## src/rtl/mouse_report_tx.sv

```systemverilog
// rtl/mouse_report_tx.sv - Motion/click accumulator emitting 3-byte PS/2-style mouse packets at a fixed rate.
module mouse_report_tx #(
    parameter int REPORT_DIV = 1000,
    parameter int ACC_W      = 12
) (
    input  logic       clk,
    input  logic       rst,
    input  logic       move_en,
    input  logic [7:0] dx,
    input  logic [7:0] dy,
    input  logic       left_click,
    input  logic       right_click,
    output logic [7:0] tx_data,
    output logic       tx_valid,
    input  logic       tx_ready,
    output logic       busy,
    output logic       pkt_done
);

    localparam int CNT_W = (REPORT_DIV > 1) ? $clog2(REPORT_DIV) : 1;
    localparam int EXT_W = ACC_W + 2;
    localparam logic signed [EXT_W-1:0] ACC_MAX = EXT_W'((1 << (ACC_W - 1)) - 1);
    localparam logic signed [EXT_W-1:0] ACC_MIN = -ACC_MAX;
    localparam logic signed [ACC_W-1:0] POS_127 = ACC_W'(127);
    localparam logic signed [ACC_W-1:0] NEG_127 = -POS_127;

    typedef enum logic [1:0] {IDLE, S0, S1, S2} state_t;

    state_t                   state, state_next;
    logic [CNT_W-1:0]         tick_cnt;
    logic                     tick;
    logic                     tick_pend;
    logic signed [ACC_W-1:0]  acc_x, acc_y;
    logic                     lp, rp, rel;
    logic [7:0]               b0, b1, b2;
    logic                     launch;
    logic                     has_content;
    logic [7:0]               ex, ey;
    logic                     ox, oy;
    logic signed [ACC_W-1:0]  sub_x, sub_y;
    logic signed [ACC_W-1:0]  acc_x_next, acc_y_next;

    // Saturating a - s + d, evaluated two bits wider so no intermediate overflow.
    function automatic logic signed [ACC_W-1:0] sat_update(
        input logic signed [ACC_W-1:0] a,
        input logic signed [ACC_W-1:0] s,
        input logic                    en,
        input logic [7:0]              d
    );
        logic signed [EXT_W-1:0] sum;
        logic signed [EXT_W-1:0] dext;
        dext = en ? {{(EXT_W-8){d[7]}}, d} : '0;
        sum  = {{2{a[ACC_W-1]}}, a} - {{2{s[ACC_W-1]}}, s} + dext;
        if (sum > ACC_MAX)
            return ACC_MAX[ACC_W-1:0];
        else if (sum < ACC_MIN)
            return ACC_MIN[ACC_W-1:0];
        else
            return sum[ACC_W-1:0];
    endfunction

    function automatic logic [8:0] clamp127(input logic signed [ACC_W-1:0] a);
        if (a > POS_127)
            return {1'b1, 8'sd127};
        else if (a < NEG_127)
            return {1'b1, -8'sd127};
        else
            return {1'b0, a[7:0]};
    endfunction

    assign tick = (tick_cnt == CNT_W'(REPORT_DIV - 1));

    always_ff @(posedge clk) begin
        if (rst) begin
            tick_cnt <= '0;
        end else if (tick) begin
            tick_cnt <= '0;
        end else begin
            tick_cnt <= tick_cnt + 1'b1;
        end
    end

    assign {ox, ex} = clamp127(acc_x);
    assign {oy, ey} = clamp127(acc_y);
    assign has_content = (acc_x != '0) || (acc_y != '0) || lp || rp || rel;

    assign sub_x = launch ? {{(ACC_W-8){ex[7]}}, ex} : '0;
    assign sub_y = launch ? {{(ACC_W-8){ey[7]}}, ey} : '0;
    assign acc_x_next = sat_update(acc_x, sub_x, move_en, dx);
    assign acc_y_next = sat_update(acc_y, sub_y, move_en, dy);

    always_ff @(posedge clk) begin
        if (rst) begin
            state <= IDLE;
        end else begin
            state <= state_next;
        end
    end

    always_comb begin
        state_next = state;
        launch     = 1'b0;
        tx_data    = 8'h00;
        case (state)
            IDLE: begin
                if ((tick || tick_pend) && has_content) begin
                    launch     = 1'b1;
                    state_next = S0;
                end
            end
            S0: begin
                tx_data = b0;
                if (tx_ready) state_next = S1;
            end
            S1: begin
                tx_data = b1;
                if (tx_ready) state_next = S2;
            end
            S2: begin
                tx_data = b2;
                if (tx_ready) state_next = IDLE;
            end
            default: state_next = IDLE;
        endcase
    end

    assign tx_valid = (state != IDLE);
    assign busy     = (state != IDLE);

    always_ff @(posedge clk) begin
        if (rst) begin
            acc_x     <= '0;
            acc_y     <= '0;
            lp        <= 1'b0;
            rp        <= 1'b0;
            rel       <= 1'b0;
            tick_pend <= 1'b0;
            b0        <= 8'h00;
            b1        <= 8'h00;
            b2        <= 8'h00;
            pkt_done  <= 1'b0;
        end else begin
            acc_x    <= acc_x_next;
            acc_y    <= acc_y_next;
            pkt_done <= (state == S2) && tx_ready;
            // Any tick seen in IDLE is consumed, whether or not it launched.
            if (state == IDLE)
                tick_pend <= 1'b0;
            else if (tick)
                tick_pend <= 1'b1;
            if (launch) begin
                b0  <= {oy, ox, ey[7], ex[7], 1'b1, 1'b0, rp, lp};
                b1  <= ex;
                b2  <= ey;
                rel <= lp | rp;
                // A click landing on the launch cycle belongs to the next packet.
                lp  <= left_click;
                rp  <= right_click;
            end else begin
                lp  <= lp | left_click;
                rp  <= rp | right_click;
            end
        end
    end

endmodule

```

## config.mk

```make
export PLATFORM = sky130hd
export DESIGN_NAME = mouse_report_tx
export DESIGN_NICKNAME = d
export VERILOG_FILES = /design/src/rtl/mouse_report_tx.sv
export SDC_FILE = /design/constraint.sdc
export NUM_CORES = 1
export LEC_CHECK = 0
export CORE_MARGIN = 2
export CORE_UTILIZATION = 58
export CTS_CLUSTER_DIAMETER = 40
export DETAILED_ROUTE_END_ITERATION = 8
export GPL_TIMING_DRIVEN = 0
export PLACE_DENSITY = 0.83
export SLEW_MARGIN = 20
export SYNTH_ARGS = -nofsm -noshare
export SYNTH_HDL_FRONTEND = slang
export SYNTH_SLANG_ARGS = --single-unit
```

## constraint.sdc

```tcl
create_clock -name clk -period 7.6 [get_ports clk]
set_clock_uncertainty 0.15 [all_clocks]
set_input_delay 2.28 -clock clk [delete_from_list [all_inputs] [get_ports clk]]
set_output_delay 2.28 -clock clk [all_outputs]
set_load 0.01 [all_outputs]
```

Word-level counts from Yosys, hierarchy flattened

Index checks and enable logic that the tools add are counted.
W data, S select, Z words.

Flip-flop bits (word level): 64
Output and inout bits: 11
Bits of input ports: 22

Reduce and logical (&&, ||, !) cells: 16
$lt $le $gt $ge: 8
Mux-type cells: 22
Bitwise operators: 3
Equal/unequal tests: 8
Add/sub/neg operators: 5

Operators by type and width:

| kind                    | count |
|---|---|
| $mux W12                | 4 |
| $mux W9                 | 4 |
| $add A14 B14 Y14        | 2 |
| $gt A14 B12 Y1 const B  | 2 |
| $lt A14 B12 Y1 const B  | 2 |
| $mux W14                | 2 |
| $sub A12 B12 Y13        | 2 |
| $gt A12 B8 Y1 const B   | 2 |
| $lt A12 B8 Y1 const B   | 2 |
| $pmux W8 S3             | 1 |
| $reduce_bool A12 Y1     | 2 |
| $mux W11                | 2 |
| $add A10 B1 Y10 const B | 1 |
| $eq A10 B10 Y1 const B  | 1 |
| $mux W2                 | 4 |
| $ne A2 B2 Y1 const B    | 4 |
| $pmux W2 S4             | 1 |
| $reduce_or A2 Y1        | 4 |
| $logic_or A1 B1 Y1      | 5 |
| $eq A2 B2 Y1 const B    | 2 |
| $mux W1                 | 4 |
| $reduce_and A4 Y1       | 1 |
| $or A1 B1 Y1            | 3 |
| $eq A2 B1 Y1 const B    | 1 |
| other kinds (3)         | 4 |

Depth between registers and ports, before layout

Word-level depth: 14
Mapped depth: 24
Depth with buffers taken out: 23

Worst setup path before layout

OpenSTA, ideal clock, no wires.

Path kind: register -> register
Start: register acc_x[5]
End: register acc_y[8]
Arrival time: 5.547 ns
Stages on the path, launching flop included: 25
Required time: 7.376 ns
Buffers on the path: 2
Clock period less this slack: 5.771 ns
Path slack: 1.829 ns
Setup time: 0.074 ns
Path through: dfxtp_1 -> or4_1 -> nor4_1 -> nand4_1 -> o221ai_1 -> clkbuf_1 -> nor2_1 -> ha_1 -> fa_1 -> nor2b_1 -> o21ai_0 -> a21boi_0 -> o21a_1 -> o211ai_1 -> and2_1 -> xnor2_1 -> ha_1 -> nand3_1 -> a2111oi_0 -> o31a_1 -> o2111a_1 -> a211oi_1 -> clkbuf_1 -> or4_1 -> o21ai_0

Longest elaborated chain between the ends: 14

RTL lines:

| element                             | RTL line | source |
|---|---|---|
| start: declaration                  | 33       | `logic signed [ACC_W-1:0] acc_x, acc_y;` |
| start signal: assignment            | 143      | `acc_x <= acc_x_next;` |
| $reduce_bool A12 Y1 (*)             | 85       | `assign has_content = (acc_x != '0) \|\| (acc_y != '0) \|\| lp \|\| rp \|\| rel;` |
| $logic_or A1 B1 Y1 (*) (4 in a row) | 85       |  |
| $logic_and A1 B1 Y1 (*)             | 106      | `if ((tick \|\| tick_pend) && has_content) begin` |
| $mux W1 (*)                         | 106      |  |
| $mux W1 (*)                         | 104      | `case (state)` |
| $mux W12 (*)                        | 88       | `assign sub_y = launch ? {{(ACC_W-8){ey[7]}}, ey} : '0;` |
| $sub A12 B12 Y13 (*)                | 53       | `sum = {{2{a[ACC_W-1]}}, a} - {{2{s[ACC_W-1]}}, s} + dext;` |
| $add A14 B14 Y14 (*)                | 53       |  |
| $lt A14 B12 Y1                      | 56       | `else if (sum < ACC_MIN)` |
| $mux W12                            | 56       |  |
| $mux W11 (*)                        | 54       | `if (sum > ACC_MAX)` |
| end signal: assignment              | 144      | `acc_y <= acc_y_next;` |
| end: declaration                    | 33       |  |

Every way passes the cells marked *; elsewhere a longest branch is shown, timed or not.
A chain may end at the register's enable or synchronous reset.

Worst setup path in the final report

Start: register acc_y[5]
End: register acc_y[8]

Longest elaborated chain between the ends: 14

RTL lines:

| element                                                               | RTL line |
|---|---|
| parallel branches: the longest is 9 deep, another holds $lt A12 B8 Y1 | -- |
| $sub A12 B12 Y13 (*)                                                  | 53 |
| $add A14 B14 Y14 (*)                                                  | 53 |
| $lt A14 B12 Y1                                                        | 56 |
| $mux W12                                                              | 56 |
| $mux W11 (*)                                                          | 54 |

Every way passes the cells marked *.

==> results.yml <==
synthesis:
  synth-edff-count: 0
  synth.avg_cell_area_um2: 7.82
  ys.flop_type: "dfxtp_1"
  yosysWarnings: 0
  syn_area_um2: 5320
  ys_ff_latch: 62
  yosys.cell_types.count: 69
  syn-num-nets: 764
  async_flop_share_pct: 0
  syn_inst: 680
  yosysSeqAreaShare_pct: 23.3
global_routing:
  grt_pass1_wl_mm: 22.7
  grt_pass1_vias: 4916
  grt_max_degree: 13
  globalRouteOverflowTotal: 0
  antenna_found_initial: 0
  grt_usage_pct: 27.7
floorplanning:
  die-area_um2: 9950
  rows: 34
  pin_count: 33
  die_h_um: 99.7
  start_util_pct: 60.4
  core_area_um2: 8810
  die-width_um: 99.7
cts:
  clk_pin_slew_worst_paths_ps: 70
  cts_made_buffers: 9
  clockBufferDepth: 2
  cts_root_buf: "clkbuf_8"
  cts_tree: "done"
  htreeDepth: 3
  cts_resized: 0
  numClockSinks: 62
  cts_hold_buf: 0
  clk_latency_ps: 340
  cts_setup_buffers: 0
timing:
  finalCriticalPeriod_ps: 7000
  finalSetupViolCount: 0
  finalCritPeriodShare_pct: 92.2
  relSlewSlack_pct: 52.3
  fin_tns_setup_ps: 0
  worst_slew_pin_slew_ps: 710
  rsz0062_at_grt: "false"
  hold_viol: 0
  report.final.slew_viol_count: 0
  max_freq_mhz: 143
routing:
  met1_length_mm: 6.04
  ant_nets: 0
  top_layer: "met4"
  vias: 5315
  drt_pass1_iterations: 5
  routed_wl_mm: 13.2
  drt_iter0_markers: 327
  drt-vias-per-instance: 6.36
  drc: 0
  wl_met3_um: 766
  dr_wl_met2_mm: 6.18
  wl_per_cell_um: 15.8
outcome:
  outcome: "finished clean"
critical_path:
  crit_type: "flop to flop"
  crit_slowest_cell: "or4_1"
  start_kind: "flop"
  crit_path_max_incr_delay_ps: 530
  critPathCaptureType: "flop"
  r2r_start: "acc_y[5]"
  worstReg2RegEnd: "acc_y[8]"
  r2r_cells: 24
  path_cells: "or4_1 -> nor4_1 -> nand4_1 -> o221ai_2 -> clkbuf_1 -> nor2_1 -> ha_1 -> fa_1 -> nor2b_1 -> o21ai_0 -> a21boi_0 -> o21a_1 -> o211ai_1 -> and2_1 -> xnor2_1 -> ha_1 -> nand3_1 -> a2111oi_0 -> o31a_1 -> o2111a_1 -> a211oi_2 -> clkbuf_1 -> or4_1 -> o21ai_0"
  arrival_ps: 7110
  required_ps: 7700
  r2r_setup_slack_ps: 600
  cp_max_fo: 10
hold_path:
  min_path_type: "flop to flop"
  hold_depth: 1
  hold_start: "tick_cnt[0]"
  min_to: "tick_cnt[0]"
finish:
  fin_nets: 807
  area_delta_synth_final_pct: 12.7
  drive_gt1_share_pct: 5.08
  antennaDiodeCount: 0
place:
  portBuffers: 32
  dp_hpwl_mm: 10.5
  gp_congestion: 0.929
run:
  maxCapViolCount: 0
metal layers:
metal / up-vias / global-route usage [%]
met1: 2464 / 38.0
met5: - / 0
met4: 0 / 7.59
met3: 23 / 2.32
met2: 204 / 46.7
li1: 2624 / -
cells in the final DEF, fill, tap and decap left out, drive strengths merged, types with 13 or more instances in the layout:
cell type,count
inv,35
and2,17
nor2,92
xnor2,22
a21oi,37
o21a,15
dfxtp,62
nor3,19
xor2,16
nand3,15
nand2,48
o211ai,13
clkbuf,29
o21ai,47
ha,58
clkdlybuf4s50,32
logic make-up (layout without fill, tap and decap cells):
group                      Yosys count  count (layout)  synth area share (%)
and+or+nand+nor                    254             254                  23.2
AOI/OAI and AO/OA                  206             206                  27.6
adders and majority gates           62              62                  15.2
DFF                                 62              62                  23.3
buffers and inverters               57             105                  4.24
xor gates and xnor gates            38              38                  6.26
muxes                                1               1                 0.188
critical path: cells and delay by family, from the launching register on:
family	cells	cell delay (ps)
compound gates	10	2350
simple gates	8	2230
fa+ha+maj	3	1000
buf+inv	2	690
flops	1	330
xor+xnor	1	160
sequential cells by signal (all words and copies together) (netlist names):
signal / cells
acc_x: 12
acc_y: 12
tick_cnt: 10
b0: 7
b1: 7
b2: 7
state: 2
lp: 1
pkt_done: 1
rel: 1
rp: 1
tick_pend: 1
metrics by stage:
stage | setup slack [ps] | util, % | instance area, um2 | cells | hold slack (ps)
2_1_floorplan | 1830 | - | 5320 | 680 | 268
3_3_place_gp | 594 | 65.5 | 5770 | 820 | 280
3_5_place_dp | 413 | 65.5 | 5770 | 820 | 300
4_1_cts | 411 | 67.9 | 5980 | 836 | 314
5_1_grt | 135 | 68.0 | 5990 | 836 | 326
6_report | 595 | 68.0 | 5990 | 836 | 312
how the worst max path moves through the flow:
stage | startpoint | end | cells past startpoint
2_1_floorplan | acc_x[5] | acc_y[8] | 24
3_3_place_gp | acc_y[5] | acc_y[8] | 24
3_5_place_dp | acc_y[5] | acc_y[8] | 24
4_1_cts | acc_y[5] | acc_y[8] | 24
5_1_grt | acc_y[5] | acc_y[8] | 24
6_report | acc_y[5] | acc_y[8] | 24
layout make-up:
class                      count  area, um2
clock buffer                  10        138
multi-input combinational    561       3860
clock inverter                 6       70.1
timing repair buffer          32        320
buffer                        23       97.6
inverter                      34        128
fill                         740       2820
sequential                    62       1240
tap                          108        135
synth_stat cells, drive strengths merged (10+ instances only):
master / count / area, um2
nand2: 48 / 180
inv: 34 / 128
nand3: 15 / 75.1
o211ai: 13 / 97.6
ha: 58 / 726
o21a: 15 / 113
o21ai: 47 / 235
clkbuf: 19 / 71.3
or4: 12 / 93.8
a21oi: 37 / 185
nor3: 19 / 100
xor2: 16 / 140
nor2: 92 / 345
and2: 17 / 106
xnor2: 22 / 193
nand4: 12 / 75.1
a211oi: 10 / 75.1
dfxtp: 62 / 1240
Power is not shown: default switching activity piles up to over one toggle a cycle in this logic, so the estimate is an artifact.
